$ cat src/rtl/crc_sig_piso.sv
// Parallel-load signature holder that unloads one bit per valid/ready handshake,
// MSB first. The bit index only moves on a handshake, so a stall never drops or repeats a bit.
module crc_sig_piso #(
  parameter int SIG_W = 32
) (
  input  logic             clk,
  input  logic             reset,
  input  logic             load,
  input  logic [SIG_W-1:0] par_in,
  input  logic             active,
  input  logic             so_ready,
  output logic             so_data,
  output logic             so_valid,
  output logic             last,
  output logic             fire
);

  localparam int IDX_W = $clog2(SIG_W);

  logic [SIG_W-1:0] snap_q, snap_d;
  logic [IDX_W-1:0] idx_q, idx_d;

  assign so_valid = active;
  assign fire     = active & so_ready;
  assign last     = (idx_q == '0);
  assign so_data  = active & snap_q[idx_q];

  always_comb begin
    snap_d = snap_q;
    idx_d  = idx_q;
    if (load) begin
      snap_d = par_in;
      idx_d  = IDX_W'(SIG_W - 1);
    end else if (fire && (idx_q != '0)) begin
      idx_d = idx_q - IDX_W'(1);
    end
  end

  always_ff @(posedge clk) begin
    if (reset) begin
      snap_q <= '0;
      idx_q  <= '0;
    end else begin
      snap_q <= snap_d;
      idx_q  <= idx_d;
    end
  end

endmodule

$ cat config.mk
export PLATFORM = sky130hd
export DESIGN_NAME = crc_sig_piso
export DESIGN_NICKNAME = d
export VERILOG_FILES = /design/src/rtl/crc_sig_piso.sv
export SDC_FILE = /design/constraint.sdc
export NUM_CORES = 1
export LEC_CHECK = 0
export CAP_MARGIN = 20
export CORE_ASPECT_RATIO = 2
export CORE_MARGIN = 2
export CORE_UTILIZATION = 40
export CTS_CLUSTER_SIZE = 20
export DETAILED_ROUTE_END_ITERATION = 8
export PLACE_DENSITY = 0.72
export SYNTH_ARGS = -nofsm -noshare
export SYNTH_HDL_FRONTEND = slang
export SYNTH_SLANG_ARGS = --single-unit
export TNS_END_PERCENT = 100
$ cat constraint.sdc
create_clock -name clk -period 2.1 [get_ports clk]
set_input_delay 0.42 -clock clk [delete_from_list [all_inputs] [get_ports clk]]
set_output_delay 0.42 -clock clk [all_outputs]
set_load 0.02 [all_outputs]
Yosys cells after proc, flatten, opt, wreduce, memory -nomap -nowiden
Cells that the tools add are included.
{"block": "word_totals", "register_bits": 37, "input_bits": 37, "out_inout_bits": 4}
{"block": "op_classes", "addsub": 1, "magnitude_cmp": 1, "n_mux": 4, "bitwise_logic": 2, "reduce_logical": 4}
{"cell": "$mux 5", "n": 2}
{"cell": "$lt 5x6->1 const B", "n": 1}
{"cell": "$bmux 1 s5", "n": 1}
{"cell": "$logic_not 5->1", "n": 1}
{"cell": "$reduce_bool 5->1", "n": 1}
{"cell": "$sub 5x1->5 const B", "n": 1}
{"cell": "$and 1x1->1", "n": 2}
{"cell": "$reduce_bool 2->1", "n": 1}
{"cell": "$logic_and 1x1->1", "n": 1}
{"cell": "$mux 1", "n": 1}

Depth between registers and ports, before layout
{"block": "depth", "ltp_word": 4, "depth_mapped": 8}

Worst setup path after synthesis
No wires, ideal clock.
{"block": "synth_path", "kind": "reg2out", "start": "reg idx_q[0]", "end": "out so_data", "arrival_time_ps": 1639, "setup_slack_ps": 41, "path_stages_with_launch": 6, "path_buffers": 1, "cell_sequence": "dfxtp_1 -> buf_6 -> mux4_2 -> nor2b_4 -> a2111oi_2 -> and4b_1"}
{"block": "synth_between", "elab_chain_len": 3}
{"item": "start, declared", "line_no": "21", "source": "logic [IDX_W-1:0] idx_q, idx_d;"}
{"item": "start signal, assigned", "line_no": "45", "source": "idx_q <= idx_d;"}
{"item": "$bmux 1 s5", "line_no": "26", "source": "assign so_data = active & snap_q[idx_q];"}
{"item": "$mux 1 (implied by the code)", "line_no": "26"}
{"item": "$and 1x1->1", "line_no": "26"}
{"item": "end, declared", "line_no": "12", "source": "output logic so_data,"}
No other way between the ends. The select of a mux whose other input is x is not followed.

Worst setup path after layout
Ends and elaborated chain as after synthesis.

==> out/metrics.csv <==
stage,metric,value,unit
yosys,Synth top area share,0.4405,
die,die height,95.70,um
setup_path,Setup CP Type,register to output port,
power,Cell Pwr Density,693.2,nW/um^2
timing,worst-margin pin slew,416.6,ps
setup_path,CP Launch Type,register,
yosys,synth unique cells,30,
global_route,Congestion Overflow GR,0,
global_route,largest net degree at the start of global routing,38,
cts,Clock transition at path regs,70,ps
timing,fin crit share,1.104,
drt,Vias/cell,5.149,
global_route,initial antenna violation count,0,
setup_path,Required @ worst endpoint,1680,ps
die,I/O Pins,41,
drt,DR pass1 iterations,4,
timing,Setup Skew,3.991,ps
timing,RSZ-0062 raised after global routing,yes,
drt,WL per Instance,14.46,um
global_route,Total GRT Usage,0.1794,
yosys,most frequent cell after synthesis,dfxtp_1,
placed_design,Buffers on Ports,40,
timing,FMAX,431.3,MHz
layout,layout cell share with drive strength beyond 1,0.2315,
layout,FF/Latch Area,748.2,um^2
power,total power,1646,uW
run_status,violated checks,setup timing,
yosys,Synth Flop Type,dfxtp_1,
timing,final worst slack,-218.5,ps
drt,number of antenna-violating nets in the routed design,0,
timing,final setup fails,2,
yosys,post-synthesis sequential area ratio,0.4405,
yosys,synthesized cell area,1682,um^2
yosys,largest cells by area after synthesis,"dfxtp_1 44%, mux2i_1 20%, nor2_1 7.4%, mux4_2 5.4%, mux4_1 4.7%",
power,Peak VDD IR,0.0005484,V
timing,WHS,493.3,ps
drt,Vias,1380,
layout,nets,253,
drt,Residual DRC,0,
yosys,Synth Warn #,0,
yosys,syn_nets,195,
timing,fin crit period,2318,ps
setup_path,CP Max Fanout,3,
cts,CTS Sinks,37,
worst_hold_path,HP Class,register to register,
die,std cell rows,33,
die,Die ar.,4770,um^2
timing,final hold vios,0,
drt,First DRT Iteration DRCs,32,
cts,H-Tree Depth,2,
placed_design,gp weighted congestion,0.8023,
run_status,run status,finished with violations,
cts,hold_buf cts,0,
setup_path,crit path buf inv count,1,
cts,clock root cell,clkbuf_8,
setup_path,Crit path arrival time,1900,ps
drt,total routed wirelength,3.875,mm
layout,Multi-input gate area,845.8,um^2
layout,n_diodes,0,
layout,# fillers,337,
setup_path,"Critical Path, Cell by Cell",mux4_2 -> a2111oi_4 -> and4b_1 -> buf_6,
setup_path,Top Family by Delay on Critical Path,multiplexers,
die,CORE AREA,4088,um^2
setup_path,Crit-path slowest cell,mux4_2,
setup_path,max incr delay on CP,540,ps
yosys,Post-synth EDFFs,0,
global_route,global-route wire length before repair,6.348,mm
cts,TritonCTS Buffers,5,
yosys,asr flop ratio synth,0,
cts,Max Buffers Root-to-Sink,2,
layout,Syn-to-layout area delta,41.22,%
cts,TritonCTS clock tree,built,
timing,Max-Slew Margin vs Limit,0.7223,
yosys,Avg Synthesized Cell Area,10.71,um^2
cts,clk_lat worst skew,280,ps
die,Initial Util,0.4114,
job,Max Cap Viol,0,
timing,Max Slew Vio Count,0,
power,standby leakage power,0.001042,uW
yosys,top post-synthesis cells by count,"37 x dfxtp_1, 33 x mux2i_1, 33 x nor2_1",
global_route,vias in the first global route,1430,
setup_path,Setup crit end kind,output port,
yosys,Mapped Cells,157,
yosys,Seq cells post-synth,37,
die,die width,49.85,um
yosys,Synth area leader,dfxtp_1,
-- final cells by class --
class	instances	area share
clock buffers	7	0.04057
clock inverters	1	0.002107
inverters	6	0.01054
multi-input cells	102	0.3562
flip-flops and latches	37	0.3151
well taps	52	0.02740
repair buffers	63	0.2482
-- layout by cell type (no fill, tap or decap), types with 2 or more instances in the layout --
cell type        count
a21oi_1              5
buf_4               20
buf_6                4
clkbuf_8             7
clkdlybuf4s50_1     36
dfxtp_1             35
dfxtp_4              2
inv_1                5
mux2_2               2
mux2i_1             33
mux4_2               7
nand2_1              4
nand3_1              2
nor2_1              33
nor3_1               2
xnor2_1              2
-- repair_timing --
| action | CTS | global route |
|---|---|---|
| setup buffers | 4 | 0 |
| setup endpoints to repair | 3 | 2 |
| resized for setup | 25 | 2 |
| pin swaps | 2 | 3 |
-- state kept, by name, indices dropped and copies added, names as in the netlist --
signal  cells
snap_q     32
idx_q       5
-- worst reg2reg max path: stages (launching register included) --
cell and delay [ps]:
dfxtp_4 360, buf_6 130, inv_1 70, ha_2 180
or4b_4 490, inv_4 80, buf_4 110, nor2_1 60
xnor2_1 180, a21oi_1 100
-- path summary, 6_finish.rpt --
path              start         end  slack, ps  cells past startpoint
min reg2reg  snap_q[14]  snap_q[14]        490                      2
max            idx_q[0]     so_data       -220                      4
min          snap_q[14]  snap_q[14]        490                      2
max reg2reg    idx_q[0]    idx_q[0]        230                      9
-- where the power goes --
group          switching, uW  leakage, uW  internal [uW]
registers               33.2     0.000307            747
logic                    130     0.000680            204
clock network            235    0.0000542            296
-- routing by layer --
metal	share of wire	track usage	routed length (um)
met1	0.33	0.1610	1280
met5	0	0	0
met3	0.059	0.04814	227
met2	0.58	0.3511	2254
met4	0.029	0.09491	112
-- per-stage QoR --
stage                 util  setup slack [ps]  area [um^2]  setup TNS (ps)  instances
global route        0.5810            -276.0         2375          -358.2        268
global placement    0.5424            -408.4         2217          -786.1        256
CTS                 0.5813            -275.1         2376          -295.7        268
finish              0.5810            -218.5         2375          -236.0        268
detailed placement  0.5424            -480.5         2217          -903.9        256
floorplan                -             40.89         1682               0        157
-- kinds of logic after synthesis --
group,Yosys count,share of synthesized area
compound gates,11,0.04539
xor+xnor,3,0.01563
fa+ha+maj,1,0.007439
buf+inv,18,0.06101
flops,37,0.4405
mux,42,0.3103
simple gates,45,0.1198
Power figures use the tool's default switching activity.
